**src/rtl/axi_slave_mem.sv**
```systemverilog
// rtl/axi_slave_mem.sv - AXI4 slave backed by a small word-addressed memory
// with independent write and read burst engines.
module axi_slave_mem #(
    parameter int AXI_ADDR_WIDTH = 32,
    parameter int AXI_DATA_WIDTH = 64,
    parameter int AXI_ID_WIDTH   = 10,
    parameter int AXI_USER_WIDTH = 6,
    parameter int AXI_STRB_WIDTH = AXI_DATA_WIDTH / 8,
    parameter int MEM_DEPTH      = 16
) (
    input  logic                      clk,
    input  logic                      rst,
    input  logic [AXI_ADDR_WIDTH-1:0] slave_aw_addr,
    input  logic [7:0]                slave_aw_len,
    input  logic [2:0]                slave_aw_size,
    input  logic [1:0]                slave_aw_burst,
    input  logic [AXI_ID_WIDTH-1:0]   slave_aw_id,
    input  logic [AXI_USER_WIDTH-1:0] slave_aw_user,
    input  logic                      slave_aw_valid,
    input  logic [2:0]                slave_aw_prot,
    input  logic [3:0]                slave_aw_region,
    input  logic                      slave_aw_lock,
    input  logic [3:0]                slave_aw_cache,
    input  logic [3:0]                slave_aw_qos,
    output logic                      slave_aw_ready,
    input  logic [AXI_DATA_WIDTH-1:0] slave_w_data,
    input  logic [AXI_STRB_WIDTH-1:0] slave_w_strb,
    input  logic [AXI_USER_WIDTH-1:0] slave_w_user,
    input  logic                      slave_w_last,
    input  logic                      slave_w_valid,
    output logic                      slave_w_ready,
    output logic [1:0]                slave_b_resp,
    output logic [AXI_ID_WIDTH-1:0]   slave_b_id,
    output logic [AXI_USER_WIDTH-1:0] slave_b_user,
    output logic                      slave_b_valid,
    input  logic                      slave_b_ready,
    input  logic [AXI_ADDR_WIDTH-1:0] slave_ar_addr,
    input  logic [7:0]                slave_ar_len,
    input  logic [2:0]                slave_ar_size,
    input  logic [1:0]                slave_ar_burst,
    input  logic [AXI_ID_WIDTH-1:0]   slave_ar_id,
    input  logic [AXI_USER_WIDTH-1:0] slave_ar_user,
    input  logic                      slave_ar_valid,
    input  logic [2:0]                slave_ar_prot,
    input  logic [3:0]                slave_ar_region,
    input  logic                      slave_ar_lock,
    input  logic [3:0]                slave_ar_cache,
    input  logic [3:0]                slave_ar_qos,
    output logic                      slave_ar_ready,
    output logic [AXI_DATA_WIDTH-1:0] slave_r_data,
    output logic [1:0]                slave_r_resp,
    output logic                      slave_r_last,
    output logic [AXI_ID_WIDTH-1:0]   slave_r_id,
    output logic [AXI_USER_WIDTH-1:0] slave_r_user,
    output logic                      slave_r_valid,
    input  logic                      slave_r_ready
);
    localparam int OFFS = $clog2(AXI_STRB_WIDTH);
    localparam int IDXW = $clog2(MEM_DEPTH);
    localparam logic [AXI_ADDR_WIDTH-1:0] MEM_BYTES = AXI_ADDR_WIDTH'(MEM_DEPTH * AXI_STRB_WIDTH);

    typedef enum logic [1:0] {W_IDLE, W_DATA, W_RESP} w_state_t;
    typedef enum logic {R_IDLE, R_DATA} r_state_t;

    w_state_t w_state, w_next;
    r_state_t r_state, r_next;

    logic [AXI_DATA_WIDTH-1:0] mem [MEM_DEPTH];

    logic [IDXW-1:0] w_idx, r_idx, ar_idx;
    logic [7:0]      w_len, w_cnt, r_len, r_cnt;
    logic            w_err, r_err, aw_err, ar_err;
    logic            aw_hs, w_hs, b_hs, ar_hs, r_hs, w_cnt_done, w_end;

    logic unused_inputs;
    assign unused_inputs = ^{slave_aw_prot, slave_aw_region, slave_aw_lock, slave_aw_cache,
                             slave_aw_qos, slave_ar_prot, slave_ar_region, slave_ar_lock,
                             slave_ar_cache, slave_ar_qos, slave_w_user};

    function automatic logic burst_err(input logic [AXI_ADDR_WIDTH-1:0] addr,
                                       input logic [1:0] burst, input logic [2:0] size);
        return (burst != 2'b01) || (size != 3'(OFFS)) || (addr >= MEM_BYTES);
    endfunction

    always_comb begin
        aw_hs      = slave_aw_valid && slave_aw_ready;
        w_hs       = slave_w_valid && slave_w_ready;
        b_hs       = slave_b_valid && slave_b_ready;
        ar_hs      = slave_ar_valid && slave_ar_ready;
        r_hs       = slave_r_valid && slave_r_ready;
        aw_err     = burst_err(slave_aw_addr, slave_aw_burst, slave_aw_size);
        ar_err     = burst_err(slave_ar_addr, slave_ar_burst, slave_ar_size);
        ar_idx     = slave_ar_addr[OFFS +: IDXW];
        w_cnt_done = (w_cnt == w_len);
        w_end      = w_hs && (slave_w_last || w_cnt_done);

        w_next = w_state;
        case (w_state)
            W_IDLE:  if (aw_hs) w_next = W_DATA;
            W_DATA:  if (w_end) w_next = W_RESP;
            W_RESP:  if (b_hs) w_next = W_IDLE;
            default: w_next = W_IDLE;
        endcase

        r_next = r_state;
        case (r_state)
            R_IDLE:  if (ar_hs) r_next = R_DATA;
            R_DATA:  if (r_hs && slave_r_last) r_next = R_IDLE;
            default: r_next = R_IDLE;
        endcase
    end

    // Ready/valid are registered from the next state so they stay low through reset.
    always_ff @(posedge clk) begin
        if (rst) begin
            w_state        <= W_IDLE;
            slave_aw_ready <= 1'b0;
            slave_w_ready  <= 1'b0;
            slave_b_valid  <= 1'b0;
            slave_b_id     <= '0;
            slave_b_user   <= '0;
            w_idx          <= '0;
            w_len          <= '0;
            w_cnt          <= '0;
            w_err          <= 1'b0;
        end else begin
            w_state        <= w_next;
            slave_aw_ready <= (w_next == W_IDLE);
            slave_w_ready  <= (w_next == W_DATA);
            slave_b_valid  <= (w_next == W_RESP);
            if (aw_hs) begin
                w_idx        <= slave_aw_addr[OFFS +: IDXW];
                w_len        <= slave_aw_len;
                w_cnt        <= '0;
                w_err        <= aw_err;
                slave_b_id   <= slave_aw_id;
                slave_b_user <= slave_aw_user;
            end
            if (w_hs) begin
                w_idx <= w_idx + 1'b1;
                w_cnt <= w_cnt + 1'b1;
                if (w_end && (slave_w_last != w_cnt_done)) w_err <= 1'b1;
            end
        end
    end

    assign slave_b_resp = (slave_b_valid && w_err) ? 2'b10 : 2'b00;

    always_ff @(posedge clk) begin
        if (!rst && w_hs && !w_err) begin
            for (int i = 0; i < AXI_STRB_WIDTH; i++) begin
                if (slave_w_strb[i]) mem[w_idx][i*8 +: 8] <= slave_w_data[i*8 +: 8];
            end
        end
    end

    // r_idx always points at the word to fetch for the following beat.
    always_ff @(posedge clk) begin
        if (rst) begin
            r_state        <= R_IDLE;
            slave_ar_ready <= 1'b0;
            slave_r_valid  <= 1'b0;
            slave_r_last   <= 1'b0;
            slave_r_data   <= '0;
            slave_r_id     <= '0;
            slave_r_user   <= '0;
            r_idx          <= '0;
            r_len          <= '0;
            r_cnt          <= '0;
            r_err          <= 1'b0;
        end else begin
            r_state        <= r_next;
            slave_ar_ready <= (r_next == R_IDLE);
            if (ar_hs) begin
                r_idx         <= ar_idx + 1'b1;
                r_len         <= slave_ar_len;
                r_cnt         <= '0;
                r_err         <= ar_err;
                slave_r_id    <= slave_ar_id;
                slave_r_user  <= slave_ar_user;
                slave_r_valid <= 1'b1;
                slave_r_last  <= (slave_ar_len == 8'd0);
                slave_r_data  <= ar_err ? '0 : mem[ar_idx];
            end else if (r_hs) begin
                if (slave_r_last) begin
                    slave_r_valid <= 1'b0;
                    slave_r_last  <= 1'b0;
                end else begin
                    r_idx        <= r_idx + 1'b1;
                    r_cnt        <= r_cnt + 1'b1;
                    slave_r_last <= ((r_cnt + 1'b1) == r_len);
                    slave_r_data <= r_err ? '0 : mem[r_idx];
                end
            end
        end
    end

    assign slave_r_resp = (slave_r_valid && r_err) ? 2'b10 : 2'b00;
endmodule

```
**config.mk**
```make
export PLATFORM = sky130hd
export DESIGN_NAME = axi_slave_mem
export DESIGN_NICKNAME = d
export VERILOG_FILES = /design/src/rtl/axi_slave_mem.sv
export SDC_FILE = /design/constraint.sdc
export NUM_CORES = 1
export LEC_CHECK = 0
export ABC_AREA = 1
export CAP_MARGIN = 25
export CELL_PAD_IN_SITES_DETAIL_PLACEMENT = 2
export CELL_PAD_IN_SITES_GLOBAL_PLACEMENT = 2
export CORE_MARGIN = 2
export CORE_UTILIZATION = 36
export DETAILED_ROUTE_END_ITERATION = 12
export DONT_BUFFER_PORTS = 1
export PLACE_DENSITY_LB_ADDON = 0.1
export SYNTH_ARGS = -nofsm -noshare
export SYNTH_HDL_FRONTEND = slang
export SYNTH_SLANG_ARGS = --single-unit
```
**constraint.sdc**
```tcl
create_clock -name clk -period 1.9 [get_ports clk]
set_clock_uncertainty 0.15 [all_clocks]
set_input_delay 0.19 -clock clk [delete_from_list [all_inputs] [get_ports clk]]
set_output_delay 0.19 -clock clk [all_outputs]
set_load 0.01 [all_outputs]
```
=== Word level (Yosys, flattened, before mapping) ===
Memories as Yosys holds them, arrays and structs flattened. A register that Yosys moved wholly into a read port is not among the register bits.
Index checks and enable logic that the tools add are counted.

* Equal/unequal tests: 12
* Order comparisons: 2
* Add/subtract/negate cells: 5
* Reduce and logical (&&, ||, !) cells: 29
* Multiplexer cells: 56
* Bitwise operators: 3

{| class="wikitable"
|+ Operators with widths
! operator !! number
|-
| two-way mux 64 bit || 5
|-
| greater-or-equal comparator 32 x 8 -> 1 bit, second input constant || 2
|-
| two-way mux 1 bit || 35
|-
| two-way mux 4 bit || 7
|-
| adder 8 x 1 -> 8 bit, second input constant || 2
|-
| == test 8 bit || 2
|-
| two-way mux 8 bit || 2
|-
| adder 4 x 1 -> 4 bit, second input constant || 3
|-
| logical AND 1 bit || 12
|-
| two-way mux 2 bit || 5
|-
| logical NOT 8 bit || 1
|-
| inequality test 2 x 1 -> 1 bit, second input constant || 3
|-
| inequality test 3 x 2 -> 1 bit, second input constant || 2
|-
| case mux 2 bit (3 select lines) || 1
|-
| AND reduction 2 bit || 3
|-
| nonzero test 2 bit || 3
|-
| logical OR 1 bit || 5
|-
| == test 2 x 1 -> 1 bit, second input constant || 2
|-
| == test 2 bit, second input constant || 2
|-
| logical NOT 2 bit || 2
|-
| NOT 1 bit || 3
|-
| logical NOT 1 bit || 2
|-
| case mux 1 bit (2 select lines) || 1
|-
| OR reduction 2 bit || 1
|-
| inequality test 1 bit || 1
|}

* Memories kept: 1
* RAM bits: 1024
* Register bits after elaboration: 147
* Output and inout bits: 106
* Word-level logic and storage cells: 129

{| class="wikitable"
|+ Memories
! memory !! depth !! width !! read ports !! clocked after Yosys merged registers in !! wr ports !! line !! text
|-
| mem || 16 || 64 || 2 || 1 || 1 || 68 || <nowiki>logic [AXI_DATA_WIDTH-1:0] mem [MEM_DEPTH];</nowiki>
|}

=== Depth between registers and ports, before layout ===
* Depth in word-level cells: 6
* Mapped depth: 14
* Mapped depth without buffers: 13

=== Worst setup path after synthesis ===
No wires, ideal clock.

* Kind: register to register
* From: register slave_w_ready
* To: memory mem[12][0], enable pin
* Data arrival time: 1.645 ns
* Path slack: -0.266 ns
* Buffers on the path: 1
* Period minus slack after synthesis: 2.166 ns
* Stages on the path, launching flop included: 6
* Required time: 1.380 ns
* Cell sequence: dfxtp_1 -> nand2_1 -> nor3_2 -> nand2_1 -> clkbuf_1 -> nor2_1

* Word-level cells in the longest chain between the ends: 5

{| class="wikitable"
|+ Ends and longest elaborated chain
! item !! line !! text
|-
| start, declared || 31 || <nowiki>output logic slave_w_ready,</nowiki>
|-
| start signal, assigned || 129 || <nowiki>slave_w_ready <= (w_next == W_DATA);</nowiki>
|-
| logical AND 1 bit || 87 || <nowiki>w_hs = slave_w_valid && slave_w_ready;</nowiki>
|-
| logical AND 1 bit (2 in a row) || 150 || <nowiki>if (!rst && w_hs && !w_err) begin</nowiki>
|-
| two-way mux 1 bit || 150 ||
|-
| two-way mux 1 bit (implied by the code) || 152 || <nowiki>if (slave_w_strb[i]) mem[w_idx][i*8 +: 8] <= slave_w_data[i*8 +: 8];</nowiki>
|-
| end, declared || 68 ||
|}

No other way between the ends.

==> impl_results.md <==
* Status: finished with violations
* Violated checks: hold timing, setup timing
* GRT Util Overall at 32.3%
* Layer with the highest usage: met2
* Flop pwr share at 43.0%
* M3 GR Usage at 4.14%
* Area post-placement at 0.0645 sq mm
* Slew Limit Headroom at 29.5%
* Met1 global-route usage at 41.1%
* Avg Inst Size Synth at 8.77 sq um
* Post-Place Cells at 8718
* H-tree depth at 4
* Initial Util at 36.1%
* Worst skew pair latency at 0.82 ns
* Routed len/inst at 29.9 microns
* CP endpoint kind: flop
* Met2 usage at 56.1%
* Num ports at 346
* Die height at 405 microns
* Final net count at 7326
* Dpl hpwl at 156000 microns
* Worst Path Buf+Inv at 4
* Synth-to-layout area growth at 31.8%
* Startpoint types: flop
* Net Sw Power at 18.6 mW
* CTS Sinks at 1175
* Finished Layout Cells at 9292
* Peak Freq at 457 MHz
* Worst-path cell chain: buf_12 -> buf_16 -> buf_8 -> nor2_1 -> nor2_1 -> o21ai_1 -> nand3_1 -> nand3_2 -> nand2_1 -> nand2_1 -> nand3_2 -> nand2_1 -> inv_1
* Worst hold slack at -0.273 ns
* Clock network fraction of total power at 42.0%
* Power Internal at 48.3 mW
* Hold Path Class: primary input to flop
* Post-route minimum period at 2.19 ns
* Crit path max fanout at 7
* CTS Buf Count at 145
* Synthesis warning total at 0
* Die width at 405 microns
* Routed Antenna Nets at 0
* Yosys cell types at 39
* Initial DRC Count at 4235
* Largest stage delay on the critical path at 0.51 ns
* Peak VDD IR at 0.822 mV
* Post-Route WL at 278000 microns
* Comb power frac at 15.0%
* CTS Hold Bufs at 200
* Synth Instances at 6586
* I/O Buffers at 0
* Clk slew on worst S/H paths at 0.06 ns
* Grt ovf at 0
* Worst-margin pin slew at 1.06 ns
* Pwr Total at 66.9 mW
* CP Class: flop to flop
* Placer congestion estimate at 0.806
* Final Max Slew Viols at 0
* Num rows at 147
* # setup viols final at 1032
* Crit path depth at 13
* First-pass GRT wire length at 394000 microns
* Worst Path Required at 2.51 ns
* RSZ-0062 raised after global routing: true
* Post-Syn Area at 0.0578 sq mm
* Slowest CP cell: dfxtp_4
* Via count at 54.3k
* Post-synth ARST share at 0%
* Via count of the first global-routing pass at 59.0k
* Post-route clock period utilization at 115%
* Clock Tree Buf Depth at 3
* Delay-heaviest family, CP: simple AND/OR/NAND/NOR gates
* Final hold violations at 60
* Top cell by count, worst path: nand2_1
* Worst Hold Depth at 6
* Ys flop type: edfxtp_1
* Non-Filler Cell Area, Final at 0.0761 sq mm
* Synth Register Bits at 1175
* TritonCTS clock tree: yes
* Seq/Total Area, Yosys at 58.4%
* DRC at 0
* DR pass1 iterations at 7
* Largest net degree at the start of global routing at 459
* Leakage power at 28.6 nW
* CTS root buf: clkbuf_16
* Number of synthesized flops with an enable pin at 1024
* Die area at 0.164 sq mm
* Core area at 0.160 sq mm
* MaxCap Viol Count at 0
* Critical Path AT at 2.79 ns
* Final worst slack at -0.287 ns
* Pwr per Cell Area at 878 mW/mm^2
* Initial antenna violation count at 12
* Vias per std cell at 5.85
* Worst r2r path cells at 13
* Switching share of power at 27.8%
* Share of layout cells above drive strength 1 at 17.9%
## cells in the mapped netlist (8+ instances only)
library cell / number / area [sq um]
buf_1: 56 / 210
ha_1: 8 / 100
a21oi_1: 155 / 776
nand2_1: 1243 / 4670
o21ai_1: 289 / 1450
dfxtp_1: 151 / 3020
buf_6: 45 / 507
inv_1: 247 / 927
buf_2: 170 / 851
xor2_1: 10 / 87.6
clkbuf_1: 188 / 706
edfxtp_1: 1024 / 30700
o21ai_0: 414 / 2070
clkbuf_2: 10 / 50.1
nor2_1: 1196 / 4490
buf_4: 15 / 113
o211ai_1: 32 / 240
nand3_1: 1284 / 6430
## worst paths after layout
kind / slack [ns] / from / end
worst min register to register: 0.33 / r_len[0] / r_len[0]
worst max register to register: -0.29 / flop / slave_r_data[18]
worst max-delay path: -0.29 / flop / slave_r_data[18]
worst min-delay path: -0.27 / slave_ar_addr[5] / slave_r_data[63]
## stage by stage
stage          util (%)  hold slack [ns]  TNS (ns)  setup WS, ns
5_1_grt            47.6           -0.298   -137.40        -0.327
4_1_cts            46.4           -0.305    -65.73        -0.183
6_report           47.6           -0.273   -106.52        -0.287
2_1_floorplan         -            0.139   -134.58        -0.234
3_5_place_dp       40.3            0.116   -140.35        -0.427
3_3_place_gp       40.3            0.115    -67.35        -0.349
## power groups by stage
| stage | combinational (mW) | sequential (mW) | clock [mW] |
|---|---|---|---|
| 6_report | 10.1 | 28.7 | 28.1 |
| 3_3_place_gp | 7.33 | 29.2 | 0 |
| 2_1_floorplan | 4.61 | 29.1 | 0 |
| 4_1_cts | 9.20 | 28.7 | 28.2 |
| 3_5_place_dp | 7.56 | 29.2 | 0 |
| 5_1_grt | 10.7 | 28.7 | 29.4 |
## worst reg2reg max path: cells and delay by family, from the launching register on
family                 cells  cell delay [ns]
DFF                        1             0.51
AOI/OAI and AO/OA          1             0.10
buffers and inverters      4             0.62
and+or+nand+nor            8             0.78
## per-layer routing
metal / part of all wire, % / wire length [microns]
met1: 41 / 115000
met2: 50 / 138000
met3: 5.2 / 14400
met4: 4.0 / 11000
met5: 0.012 / 34
## kinds of logic after synthesis
family	Yosys count	share of synthesized area, %
flip-flops	1175	58.4
AO/OA/AOI/OAI	901	7.99
AND/OR/NAND/NOR	3747	27.2
XOR/XNOR	12	0.182
other	1	0.00649
adder cells (fa/ha/maj)	8	0.173
buffers and inverters	742	5.99
## layout make-up
| class | count | area [sq um] |
|---|---|---|
| Timing Repair Buffer | 831 | 11100 |
| Fill cell | 16500 | 83900 |
| Antenna cell | 6 | 15.0 |
| Sequential cell | 1175 | 33800 |
| Inverter | 254 | 1030 |
| Timing Repair inverter | 1 | 8.76 |
| Clock inverter | 75 | 639 |
| Clock buffer | 194 | 4070 |
| Multi-Input combinational cell | 4670 | 22900 |
| Tap cell | 2086 | 2610 |
## cells in the final DEF (no fill, tap or decap), types with 9 or more instances in the layout
master and n:
a21oi_1 150, buf_12 207, buf_16 33, buf_4 235, buf_6 98, buf_8 38, clkbuf_1 29, clkbuf_16 168
clkbuf_8 15, clkinv_1 23, clkinv_2 31, dfxtp_1 137, dlygate4sd3_1 196, edfxtp_1 1024, inv_1 236, inv_6 9
nand2_1 1213, nand2_2 21, nand3_1 1183, nand3_2 92, nand3_4 9, nor2_1 1005, nor2_2 49, nor2_4 142
o211ai_1 32, o21ai_0 342, o21ai_1 305, o21ai_2 54, xor2_1 9
## state kept, by name, indices dropped and copies added, names as in the netlist, named ones only
register	count
mem	1024
r_cnt	8
r_err	1
r_idx	4
r_len	8
r_state	1
slave_ar_ready	1
slave_aw_ready	1
slave_b_id	10
slave_b_user	6
slave_b_valid	1
slave_r_data	64
slave_r_id	10
slave_r_last	1
slave_r_user	6
slave_r_valid	1
slave_w_ready	1
w_cnt	8
w_err	1
w_idx	4
w_len	8
w_state	2
## what timing repair did
item / CTS / global route
pin swaps: 31 / 93
setup endpoints to repair: 1096 / 1133
resized for setup: 475 / 416
buffers inserted: 43 / 22
gates cloned: 27 / 18
hold endpoints to repair: 2199 / 64
(Power assumes the default switching activity.)
